===== src/rtl/noc_core_iface_pkg.sv =====
// Shared NoC definitions: node id width, node count, flit field offsets
// (bit 0 = MSB of the flit), flit length derivation and the TX state enum.
package noc_core_iface_pkg;

  localparam int NODE_W   = 4;
  localparam int NODE_CNT = 9;

  // Field offsets counted from the MSB of the flit.
  localparam int FLIT_VALID_OFS = 0;
  localparam int FLIT_DST_OFS   = 1;
  localparam int FLIT_SRC_OFS   = 5;
  localparam int FLIT_DATA_OFS  = 9;

  function automatic int flit_len(input int data_w);
    return FLIT_DATA_OFS + data_w;
  endfunction

  typedef enum logic {
    TX_IDLE = 1'b0,
    TX_SEND = 1'b1
  } tx_state_e;

  function automatic logic [15:0] sat_add(input logic [15:0] a, input logic [1:0] b);
    logic [16:0] s;
    s = {1'b0, a} + 17'(b);
    return s[16] ? 16'hFFFF : s[15:0];
  endfunction

endpackage


===== src/rtl/noc_core_iface_rx_fifo.sv =====
// First-word-fall-through FIFO for received {src, data}; pointers carry one
// extra wrap bit so full and empty are distinguishable without a counter.
module noc_rx_fifo #(
  parameter int W     = 36,
  parameter int DEPTH = 4
) (
  input  logic         clk,
  input  logic         rst,
  input  logic         push,
  input  logic         pop,
  input  logic [W-1:0] din,
  output logic [W-1:0] dout,
  output logic         full,
  output logic         empty
);

  localparam int AW = $clog2(DEPTH);

  logic [AW:0]  wr_q, rd_q;
  logic [W-1:0] mem [DEPTH];
  logic         do_push, do_pop;

  assign empty   = (wr_q == rd_q);
  assign full    = (wr_q[AW] != rd_q[AW]) && (wr_q[AW-1:0] == rd_q[AW-1:0]);
  assign do_pop  = pop & ~empty;
  // When full, a same-cycle pop frees the slot being written.
  assign do_push = push & (~full | do_pop);
  assign dout    = empty ? '0 : mem[rd_q[AW-1:0]];

  always_ff @(posedge clk or posedge rst) begin
    if (rst) begin
      wr_q <= '0;
      rd_q <= '0;
    end else begin
      if (do_push) wr_q <= wr_q + 1'b1;
      if (do_pop)  rd_q <= rd_q + 1'b1;
    end
  end

  always_ff @(posedge clk) begin
    if (do_push) mem[wr_q[AW-1:0]] <= din;
  end

endmodule


===== src/rtl/noc_core_iface.sv =====
// Core-side NoC endpoint: TX framing FSM, RX destination filter and RX FIFO.
// Optional statistics counters are enabled by defining NOC_IFACE_STATS_EN.
module noc_core_iface
  import noc_core_iface_pkg::*;
#(
  parameter int NODE_ID  = 0,
  parameter int DATA_W   = 32,
  parameter int RX_DEPTH = 4,
  localparam int PL      = FLIT_DATA_OFS + DATA_W
) (
  input  logic              clk,
  input  logic              rst,
  input  logic              tx_valid,
  output logic              tx_ready,
  input  logic [3:0]        tx_dst,
  input  logic [DATA_W-1:0] tx_data,
  output logic              tx_err,
  output logic [PL-1:0]     flit_out,
  input  logic              noc_avail,
  input  logic [PL-1:0]     flit_in,
  output logic              rx_avail,
  output logic              rx_valid,
  input  logic              rx_ready,
  output logic [3:0]        rx_src,
  output logic [DATA_W-1:0] rx_data,
  output logic              tx_state_dbg
`ifdef NOC_IFACE_STATS_EN
  ,
  output logic [15:0]       tx_cnt,
  output logic [15:0]       rx_cnt,
  output logic [15:0]       drop_cnt
`endif
);

  localparam int VALID_IDX = PL - 1 - FLIT_VALID_OFS;
  localparam int DST_IDX   = PL - 1 - FLIT_DST_OFS;
  localparam int SRC_IDX   = PL - 1 - FLIT_SRC_OFS;
  localparam logic [NODE_W-1:0] MY_ID  = NODE_W'(NODE_ID);
  localparam logic [NODE_W-1:0] MAX_ID = NODE_W'(NODE_CNT - 1);

  // valid/ready: a transfer happens on a clock edge where both are high;
  // tx_valid/tx_dst/tx_data and flit_out must stay stable until then.

  // ---------------- TX path ----------------
  tx_state_e         state_q, state_d;
  logic [PL-1:0]     flit_q, flit_d;
  logic              tx_err_q;
  logic              tx_take, tx_bad, tx_good;

  always_comb begin
    state_d  = state_q;
    flit_d   = flit_q;
    tx_ready = (state_q == TX_IDLE) | noc_avail;
    tx_take  = tx_valid & tx_ready;
    tx_bad   = (tx_dst > MAX_ID);
    tx_good  = tx_take & ~tx_bad;
    case (state_q)
      TX_IDLE: begin
        if (tx_good) begin
          state_d = TX_SEND;
          flit_d  = {1'b1, tx_dst, MY_ID, tx_data};
        end
      end
      TX_SEND: begin
        if (tx_good) begin
          flit_d = {1'b1, tx_dst, MY_ID, tx_data};
        end else if (noc_avail) begin
          state_d = TX_IDLE;
          flit_d  = '0;
        end
      end
      default: begin
        state_d = TX_IDLE;
        flit_d  = '0;
      end
    endcase
  end

  always_ff @(posedge clk or posedge rst) begin
    if (rst) begin
      state_q  <= TX_IDLE;
      flit_q   <= '0;
      tx_err_q <= 1'b0;
    end else begin
      state_q  <= state_d;
      flit_q   <= flit_d;
      tx_err_q <= tx_take & tx_bad;
    end
  end

  assign flit_out     = flit_q;
  assign tx_err       = tx_err_q;
  assign tx_state_dbg = state_q;

  // ---------------- RX path ----------------
  logic                     in_valid, in_mine, rx_push, rx_pop, rx_full, rx_empty;
  logic [NODE_W+DATA_W-1:0] rx_head;

  assign in_valid = flit_in[VALID_IDX];
  assign in_mine  = in_valid && (flit_in[DST_IDX -: NODE_W] == MY_ID);
  assign rx_pop   = rx_ready & ~rx_empty;
  assign rx_push  = in_mine & (~rx_full | rx_pop);

  noc_rx_fifo #(
    .W     (NODE_W + DATA_W),
    .DEPTH (RX_DEPTH)
  ) u_rx_fifo (
    .clk   (clk),
    .rst   (rst),
    .push  (rx_push),
    .pop   (rx_ready),
    .din   (flit_in[SRC_IDX:0]),
    .dout  (rx_head),
    .full  (rx_full),
    .empty (rx_empty)
  );

  assign rx_avail = ~rx_full;
  assign rx_valid = ~rx_empty;
  assign rx_src   = rx_head[NODE_W+DATA_W-1 -: NODE_W];
  assign rx_data  = rx_head[DATA_W-1:0];

`ifdef NOC_IFACE_STATS_EN
  always_ff @(posedge clk or posedge rst) begin
    if (rst) begin
      tx_cnt   <= '0;
      rx_cnt   <= '0;
      drop_cnt <= '0;
    end else begin
      tx_cnt   <= sat_add(tx_cnt, {1'b0, (state_q == TX_SEND) & noc_avail});
      rx_cnt   <= sat_add(rx_cnt, {1'b0, rx_push});
      drop_cnt <= sat_add(drop_cnt, 2'(in_valid & ~rx_push) + 2'(tx_err_q));
    end
  end
`endif

endmodule


===== config.mk =====
export PLATFORM = sky130hd
export DESIGN_NAME = noc_core_iface
export DESIGN_NICKNAME = d
export VERILOG_FILES = /design/src/rtl/noc_core_iface_pkg.sv /design/src/rtl/noc_core_iface_rx_fifo.sv /design/src/rtl/noc_core_iface.sv
export SDC_FILE = /design/constraint.sdc
export NUM_CORES = 1
export LEC_CHECK = 0
export ABC_AREA = 1
export CAP_MARGIN = 10
export CORE_MARGIN = 2
export CORE_UTILIZATION = 25
export CTS_CLUSTER_SIZE = 24
export DETAILED_ROUTE_END_ITERATION = 8
export GPL_ROUTABILITY_DRIVEN = 0
export PLACE_DENSITY = 0.49
export SLEW_MARGIN = 10
export SYNTH_ARGS = -nofsm -noshare
export SYNTH_HDL_FRONTEND = slang
export SYNTH_SLANG_ARGS = --single-unit
export TNS_END_PERCENT = 50

===== constraint.sdc =====
create_clock -name clk -period 3.2 [get_ports clk]
set_input_delay 0.64 -clock clk [delete_from_list [all_inputs] [get_ports clk]]
set_output_delay 0.64 -clock clk [all_outputs]
set_load 0.05 [all_outputs]

## Yosys cells after proc, flatten, opt, wreduce, memory -nomap -nowiden

Memories as Yosys holds them, arrays and structs flattened.
Index checks and enable logic that the tools add are counted.

| word-level totals | value |
|---|---|
| bits in registers | 49 |
| memory bits (writable) | 144 |
| output and inout port bits | 82 |
| word-level logic and storage cells | 41 |
| memories kept | 1 |

Memories:

| name | words | width | rd ports | clocked after Yosys merged registers in | write ports | line | RTL |
|---|---|---|---|---|---|---|---|
| u_rx_fifo.mem | 4 | 36 | 1 | 0 | 1 | noc_core_iface_rx_fifo.sv:20 | `logic [W-1:0] mem [DEPTH];` |

| cells by class | value |
|---|---|
| add/subtract/negate cells | 2 |
| order comparisons | 1 |
| eq/ne operators | 5 |
| mux-type cells | 11 |
| bitwise logic cells | 12 |
| reduce and logical (&&, ||, !) cells | 4 |

Operators by type and width:

| cell | number |
|---|---|
| 41-bit two-way mux | 3 |
| 41-bit one-hot mux with 2 select lines | 1 |
| 36-bit two-way mux | 1 |
| 3-bit by 1-bit adder with 3-bit output, second input constant | 2 |
| 1-bit AND | 6 |
| 1-bit two-way mux | 5 |
| 4-bit > comparator, second input constant | 1 |
| 4-bit zero test | 1 |
| 1-bit inverter | 4 |
| 3-bit equality test | 1 |
| 3-bit by 2-bit != test with 1-bit output, second input constant | 1 |
| 2-bit equality test | 1 |
| 1-bit logical AND | 2 |
| 2-bit != test, second input constant | 1 |
| 1-bit OR | 2 |
| 1-bit one-hot mux with 2 select lines | 1 |
| 2-bit AND reduction | 1 |
| 1-bit != test | 1 |

## Longest topological paths before layout

Gate-level depths: netlist of run 1.

| depth | value |
|---|---|
| word-level depth | 8 |
| depth in mapped cells | 9 |
| mapped depth without buffers | 8 |

## Modules after synthesis

From an unflattened synthesis of run 1, not the netlist that was laid out.

| unflattened totals | value |
|---|---|
| cells, all modules | 709 |
| area, all modules | 7911.3 µm² |

By module, submodules not included:

| module | times used | cells an instance | area each (µm²) |
|---|---|---|---|
| noc_rx_fifo | 1 | 521 | 6226.0 |
| noc_core_iface | 1 | 188 | 1685.4 |

## Worst setup path after synthesis of run 1

OpenSTA, ideal clock, no wires.

| timing | value |
|---|---|
| path kind | input -> register |
| start point | in flit_in[39] |
| end point | mem u_rx_fifo.mem[0][0] (enable) |
| library setup time | 0.429 ns |
| arrival | 2.828 ns |
| required time | 2.771 ns |
| path slack | -0.057 ns |
| cell stages on the path | 5 |
| path buffers | 0 |
| cells stage by stage | nor2_1 nand2_1 nor3_1 nand2_2 nor2_1 |

| between the ends | value |
|---|---|
| longest elaborated chain between the ends | 6 |

RTL lines:

| item | line | RTL |
|---|---|---|
| start, declared | noc_core_iface.sv:20 | `input logic [PL-1:0] flit_in,` |
| 4-bit zero test | noc_core_iface.sv:100 | `assign in_mine = in_valid && (flit_in[DST_IDX -: NODE_W] == MY_ID);` |
| 1-bit logical AND | noc_core_iface.sv:100 |  |
| 1-bit AND | noc_core_iface.sv:102 | `assign rx_push = in_mine & (~rx_full \| rx_pop);` |
| 1-bit AND | noc_core_iface_rx_fifo.sv:27 | `assign do_push = push & (~full \| do_pop);` |
| 1-bit two-way mux | noc_core_iface_rx_fifo.sv:41 | `if (do_push) mem[wr_q[AW-1:0]] <= din;` |
| 1-bit two-way mux (not written as such) | noc_core_iface_rx_fifo.sv:41 |  |
| end, declared | noc_core_iface_rx_fifo.sv:20 |  |

No other way between the ends.

## Worst setup path after layout of run 1

| timing | value |
|---|---|
| start point | reg u_rx_fifo.rd_q[0] |
| end point | out rx_data[12] |

| between the ends | value |
|---|---|
| longest elaborated chain between the ends | 2 |
| elaborated cells between the ends (all ways) | 3 |

RTL lines:

| item | line | RTL |
|---|---|---|
| start, declared | noc_core_iface_rx_fifo.sv:19 | `logic [AW:0] wr_q, rd_q;` |
| start signal, assigned | noc_core_iface_rx_fifo.sv:36 | `if (do_pop) rd_q <= rd_q + 1'b1;` |
| memory 4 x 36 bit / 3-bit equality test (equally long branches) | n/a |  |
| 36-bit two-way mux (*) | noc_core_iface_rx_fifo.sv:28 | `assign dout = empty ? '0 : mem[rd_q[AW-1:0]];` |
| end, declared | noc_core_iface.sv:25 | `output logic [DATA_W-1:0] rx_data,` |

Mark *: on every way between the ends. The rest lies on a longest branch, timed or not.

==> metrics.md, run 1 <==
| Metric | Value |
|---|---|
| Post-synth EDFFs | `144` |
| PD cells | `896 nW/um^2` |
| Vias in the first global route | `5383` |
| DRT Pass-1 Iters | `5` |
| Worst Setup Slack post-DPL | `0.527 ns` |
| GR Util met1 | `14.2%` |
| Post-synth top area share | `55.6%` |
| CP peak stage delay | `0.41 ns` |
| Cell count after synthesis | `698` |
| Clock skew | `0.0136 ns` |
| Setup TNS | `0 ns` |
| I/O pin count | `164` |
| Core Area | `30600 sq um` |
| Register area | `5450 sq um` |
| Slew Limit Fails | `0` |
| Maximum VDD drop | `0.363 mV` |
| Vias/cell | `4.18` |
| Post-synthesis sequential area ratio | `70.1%` |
| Synth area leaders | `edfxtp_1 (56%), dfrtp_1 (14%), nand2_1 (6.3%)` |
| Post-synth top area cell | `edfxtp_1` |
| Post-synthesis sequential element count | `189` |
| Clock Tree Buf Depth | `2` |
| Post-route cell area | `10400 sq um` |
| Via count | `5292` |
| Row count | `64` |
| Remaining antenna violation count after routing | `0` |
| R2R Setup Slk | `1.36 ns` |
| Clk Latency, worst-skew pair | `0.43 ns` |
| Startpoint types | `flip-flop` |
| Largest net degree at the start of global routing | `75` |
| Final setup viols | `0` |
| Area after DPL | `9760 sq um` |
| Final worst slack | `0.327 ns` |
| Post-synth top cells | `edfxtp_1 (144), nand2_1 (130), nor2_1 (114)` |
| Fillcell total | `3094` |
| Power Total | `9.28 mW` |
| Final hold violations | `0` |
| RSZ-0062 raised after global routing | `no` |
| Clock slew at reported path FFs | `0.07 ns` |
| Post-CTS setup buffers | `0` |
| Initial core utilization | `25.4%` |
| Most common cell in the synthesized netlist | `edfxtp_1` |
| CTS Root Cell | `clkbuf_16` |
| Synthesized area | `7780 sq um` |
| Die Ht | `180 microns` |
| Critical path fanouts, max | `28` |
| Slowest CP cell | `dfrtp_2` |
| WL per Instance | `15.1 microns` |
| Yosys cell types | `23` |
| All-Layer GR Usage | `12.0%` |
| H-Tree Depth | `4` |
| Slew headroom | `47.9%` |
| Nets | `944` |
| Layout area overhead | `33.2%` |
| Synth Warn # | `0` |
| First-pass GRT wire length | `30500 microns` |
| Worst EP required | `2.56 ns` |
| Buffers on Ports | `159` |
| Leakage power | `4.17 nW` |
| TritonCTS buffer count | `17` |
| Critical Path End Type | `output pin` |
| DP HPWL | `11800 microns` |
| # Max-Cap Violations | `0` |
| Hold EP | `flit_out[40]$_DFFE_PP0P_` |
| Status | `completed` |
| Hold crit path type | `reg -> reg` |
| Remaining global-route overflow | `0` |
| Number of cells on the worst hold path | `2` |
| M2 GR Usage | `19.8%` |
| Final min period | `2.87 ns` |
| Antenna Cells | `0` |
| Crit-path cells | `inv_2 > nand2_2 > nand2_4 > nand4_4 > buf_12 > nand2_1 > inv_1 > buf_4` |
| Reg-to-Reg End | `u_rx_fifo.mem[1][35]$_DFFE_PP_` |
| Period utilisation layout | `89.8%` |
| Top_reg_cell synth | `edfxtp_1` |
| Worst hold slack | `0.488 ns` |
| Async SR Flop Fraction | `23.8%` |
| Antenna violations before repair | `2` |
| F_max | `0.348 GHz` |
| Grt met3 use | `5.48%` |
| Mapped Avg Cell Area | `11.1 sq um` |
| DRC marker count from the first detailed-route iteration | `234` |
| CTS tree | `built` |
| CTS Sinks | `189` |
| Die area | `32500 sq um` |
| Worst reg-to-reg path cell count | `7` |
| Multi-input gate area | `1900 sq um` |
| Hold path start | `flit_out[40]$_DFFE_PP0P_` |
| Die extent in x | `180 microns` |
| WS Path Type | `reg -> out` |
| Worst-margin pin slew | `0.782 ns` |
| Routed WL | `19200 microns` |
| R2r startpoint | `u_rx_fifo.rd_q[0]$_DFFE_PP0P_` |
| Share of layout cells above drive strength 1 | `12.1%` |
| Worst Path Arrival | `2.23 ns` |
| Most Crowded Layer GR | `met2` |
| Drc violations | `0` |
report_power, final:
part	leakage, nW	switching [mW]	internal [mW]	total, mW
combinational	2.02	3.07	1.25	4.32
sequential	1.87	0.0815	2.77	2.85
clock	0.290	1.05	1.06	2.11
total	4.17	4.20	5.08	9.28
cell usage in the layout, fill, tap and decap left out, drive strengths merged:
master | netlist | routed
xnor2 | 1 | 1
o21ai | 109 | 109
nor2 | 114 | 114
nor3 | 2 | 2
clkdlybuf4s50 | 0 | 121
clkinv | 0 | 8
nand2 | 135 | 135
ha | 5 | 5
buf | 34 | 58
nand3 | 44 | 44
inv | 52 | 58
conb | 1 | 4
xor2 | 2 | 2
edfxtp | 144 | 144
nand4 | 2 | 2
clkbuf | 8 | 18
dfrtp | 45 | 45
per-layer routing:
| metal | vias to the layer above | wire (microns) |
|---|---|---|
| met2 | 164 | 9070 |
| met1 | 2470 | 8110 |
| met4 | 2 | 186 |
| li1 | 2644 | - |
| met3 | 12 | 1800 |
| met5 | - | 13 |
cells by family after synthesis:
family          after synthesis  share of synthesized area [%]
compound gates              109                           7.01
xor+xnor                      3                          0.434
fa+ha+maj                     5                          0.804
buf+inv                      94                           6.01
flops                       189                           70.1
other cells                   1                         0.0482
simple gates                297                           15.6
worst max-delay path, delay by kind of cell (launching register included):
family / cells / cell delay [ns]
buf+inv: 4 / 0.84
simple gates: 4 / 0.57
flops: 1 / 0.41
metrics by stage:
stage,utilization (%),cells
floorplan,-,701
global placement,31.9,1234
detailed placement,31.9,1234
CTS,33.9,1266
global route,33.9,1266
finish,33.9,1266
worst max-delay path by stage:
| stage | startpoint | end | cells past startpoint |
|---|---|---|---|
| floorplan | flit_in[39] | u_rx_fifo.mem[0][0]$_DFFE_PP_ | 5 |
| global placement | noc_avail | tx_ready | 4 |
| detailed placement | noc_avail | tx_ready | 4 |
| CTS | u_rx_fifo.rd_q[0]$_DFFE_PP0P_ | rx_src[3] | 9 |
| global route | u_rx_fifo.rd_q[0]$_DFFE_PP0P_ | rx_data[24] | 8 |
| finish | u_rx_fifo.rd_q[0]$_DFFE_PP0P_ | rx_data[12] | 8 |
layout make-up:
class,count,share of cell area (%)
inverters,52,1.88
well taps,396,4.78
flip-flops and latches,189,52.6
clock buffers,18,4.14
repair buffers,179,16.7
clock inverters,14,1.62
multi-input cells,418,18.3
state kept, by name, summed over array words and instances, names as in the netlist:
signal	flops
tx_state_dbg	1
tx_err	1
u_rx_fifo.wr_q	3
u_rx_fifo.mem	144
flit_out	37
u_rx_fifo.rd_q	3
repair_timing:
item                       4_1_cts  5_1_grt
resized for setup                0        1
setup endpoints to repair        0        2
hold buffers                     0        0
(Power assumes the default switching activity.)
==> run 2, diff against run 1 <==
--- a/config.mk
+++ b/config.mk
@@ -6,13 +6,14 @@
 export NUM_CORES = 1
 export LEC_CHECK = 0
 export ABC_AREA = 1
-export CAP_MARGIN = 10
+export CAP_MARGIN = 20
 export CORE_MARGIN = 2
 export CORE_UTILIZATION = 25
 export CTS_CLUSTER_SIZE = 24
 export DETAILED_ROUTE_END_ITERATION = 8
+export DONT_BUFFER_PORTS = 1
 export GPL_ROUTABILITY_DRIVEN = 0
-export PLACE_DENSITY = 0.49
+export PLACE_DENSITY = 0.42
 export SLEW_MARGIN = 10
 export SYNTH_ARGS = -nofsm -noshare
 export SYNTH_HDL_FRONTEND = slang
==> metrics.md, run 2 (synthesized netlist as in run 1, its figures left out) <==
| Metric | Value |
|---|---|
| H-Tree Depth | `4 (unchanged)` |
| Power Total | `8.54 mW (was 9.28 mW)` |
| Critical Path End Type | `output pin (unchanged)` |
| Remaining antenna violation count after routing | `0 (unchanged)` |
| PD cells | `963 nW/um^2 (was 896 nW/um^2)` |
| Area after DPL | `8280 sq um (was 9760 sq um)` |
| Final worst slack | `0.398 ns (was 0.327 ns)` |
| Clk Latency, worst-skew pair | `0.44 ns (was 0.43 ns)` |
| Clock slew at reported path FFs | `0.07 ns (about the same)` |
| Nets | `784 (was 944)` |
| Vias in the first global route | `4925 (was 5383)` |
| I/O pin count | `164 (unchanged)` |
| # Max-Cap Violations | `0 (unchanged)` |
| Final setup viols | `0 (unchanged)` |
| WL per Instance | `16.2 microns (was 15.1 microns)` |
| Worst Setup Slack post-DPL | `0.751 ns (was 0.527 ns)` |
| First-pass GRT wire length | `28400 microns (was 30500 microns)` |
| Worst Path Arrival | `2.16 ns (was 2.23 ns)` |
| Final hold violations | `0 (unchanged)` |
| Share of layout cells above drive strength 1 | `9.30% (was 12.1%)` |
| Final min period | `2.80 ns (was 2.87 ns)` |
| Post-route cell area | `8870 sq um (was 10400 sq um)` |
| Worst reg-to-reg path cell count | `8 (was 7)` |
| CTS Root Cell | `clkbuf_16 (unchanged)` |
| Core Area | `30600 sq um (unchanged)` |
| Most common cell after layout, fill and taps aside | `edfxtp_1 (unchanged)` |
| Status | `completed (unchanged)` |
| Resize count post-CTS | `0 (unchanged)` |
| Clock skew | `0.00783 ns (was 0.0136 ns)` |
| Die extent in x | `180 microns (unchanged)` |
| F_max | `0.357 GHz (was 0.348 GHz)` |
| DP Cell Count | `1074 (was 1234)` |
| Leakage power | `3.50 nW (was 4.17 nW)` |
| DRT Pass-1 Iters | `6 (was 5)` |
| Die area | `32500 sq um (unchanged)` |
| TritonCTS buffer count | `17 (unchanged)` |
| Worst hold slack | `0.139 ns (was 0.488 ns)` |
| Worst EP required | `2.56 ns (about the same)` |
| RSZ-0062 raised after global routing | `no (unchanged)` |
| Antenna Cells | `0 (unchanged)` |
| CTS Sinks | `189 (unchanged)` |
| Vias/cell | `4.29 (was 4.18)` |
| Initial core utilization | `25.4% (unchanged)` |
| Setup TNS | `0 ns (unchanged)` |
| Row count | `64 (unchanged)` |
| Period utilisation layout | `87.6% (was 89.8%)` |
| Slew headroom | `61.2% (was 47.9%)` |
| All-Layer GR Usage | `11.4% (was 12.0%)` |
| Post-CTS Hold Buffers | `0 (unchanged)` |
| Critical path startpoint | `u_rx_fifo.rd_q[0]$_DFFE_PP0P_ (unchanged)` |
| DP HPWL | `10800 microns (was 11800 microns)` |
| Fin cells | `1106 (was 1266)` |
| CTS tree | `built (unchanged)` |
| Antenna violations before repair | `0 (was 2)` |
| Drc violations | `0 (unchanged)` |
| Layout area overhead | `14.0% (was 33.2%)` |
| Maximum VDD drop | `0.383 mV (was 0.363 mV)` |
| WS Path Type | `reg -> out (unchanged)` |
| Largest net degree at the start of global routing | `72 (was 75)` |
| DRC marker count from the first detailed-route iteration | `233 (was 234)` |
| Fillcell total | `3147 (was 3094)` |
| Slew Limit Fails | `0 (unchanged)` |
| Clock Tree Buf Depth | `2 (unchanged)` |
| Hold crit path type | `in -> async (was reg -> reg)` |
| Buffers on Ports | `0 (was 159)` |
| Worst-margin pin slew | `0.582 ns (was 0.782 ns)` |
| Max FFs per register | `144 (unchanged)` |
| Die Ht | `180 microns (unchanged)` |
| Final design utilization | `29.0% (was 33.9%)` |
| Critical path fanouts, max | `21 (was 28)` |
| Post-CTS setup buffers | `0 (unchanged)` |
| R2r startpoint | `u_rx_fifo.rd_q[0]$_DFFE_PP0P_ (unchanged)` |
| Commonest cells after routing, fill and taps aside | `edfxtp_1 (144), nand2_1 (130), nor2_1 (111) (was edfxtp_1 (144), nand2_1 (130), clkdlybuf4s50_1 (121))` |
| Remaining global-route overflow | `0 (unchanged)` |
| Startpoint types | `flip-flop (unchanged)` |
| Routed WL | `17900 microns (was 19200 microns)` |
| Via count | `4745 (was 5292)` |
run 2: layer usage:
layer | wire length (microns) | track usage [%] | up-vias | share of wire, %
li1 | - | - | 2335 | -
met2 | 8490 | 18.7 | 160 | 47
met5 | 0 | 0 | - | 0
met1 | 7410 | 13.1 | 2234 | 41
met4 | 253 | 3.77 | 0 | 1.4
met3 | 1730 | 5.68 | 16 | 9.7
run 2: worst paths after layout:
check,end,slack (ns)
setup / recovery,rx_data[4],0.40
hold / removal,flit_out[4]$_DFFE_PP0P_,0.14
setup reg to reg,u_rx_fifo.mem[3][26]$_DFFE_PP_,1.03
hold reg to reg,u_rx_fifo.wr_q[2]$_DFFE_PP0P_,0.54
max in group asynchronous,flit_out[28]$_DFFE_PP0P_,2.44
min in group clk,u_rx_fifo.mem[1][12]$_DFFE_PP_,0.29
run 2: final cells by class:
| cell class | instances | area [sq um] | area share [%] |
|---|---|---|---|
| sequential | 189 | 5450 | 61.5 |
| multi-input combinational | 418 | 1900 | 21.4 |
| tap | 396 | 495 | 5.59 |
| clock buffer | 18 | 429 | 4.84 |
| timing repair buffer | 19 | 243 | 2.74 |
| inverter | 52 | 195 | 2.20 |
| clock inverter | 14 | 158 | 1.78 |
run 2: critical path: stages, from the launching register on:
cell and delay, ns:
dfrtp_2 0.46, inv_2 0.07, buf_4 0.21, nand2_2 0.09, nand2_4 0.06, nand4_4 0.10
buf_4 0.28, nand2_1 0.10, inv_1 0.33
run 2: where the power goes:
part           total, mW  internal, mW  switching (mW)  leakage (nW)
combinational       3.23         0.649            2.58          1.36
clock               2.14          1.16           0.977         0.271
sequential          3.17          2.77           0.406          1.87
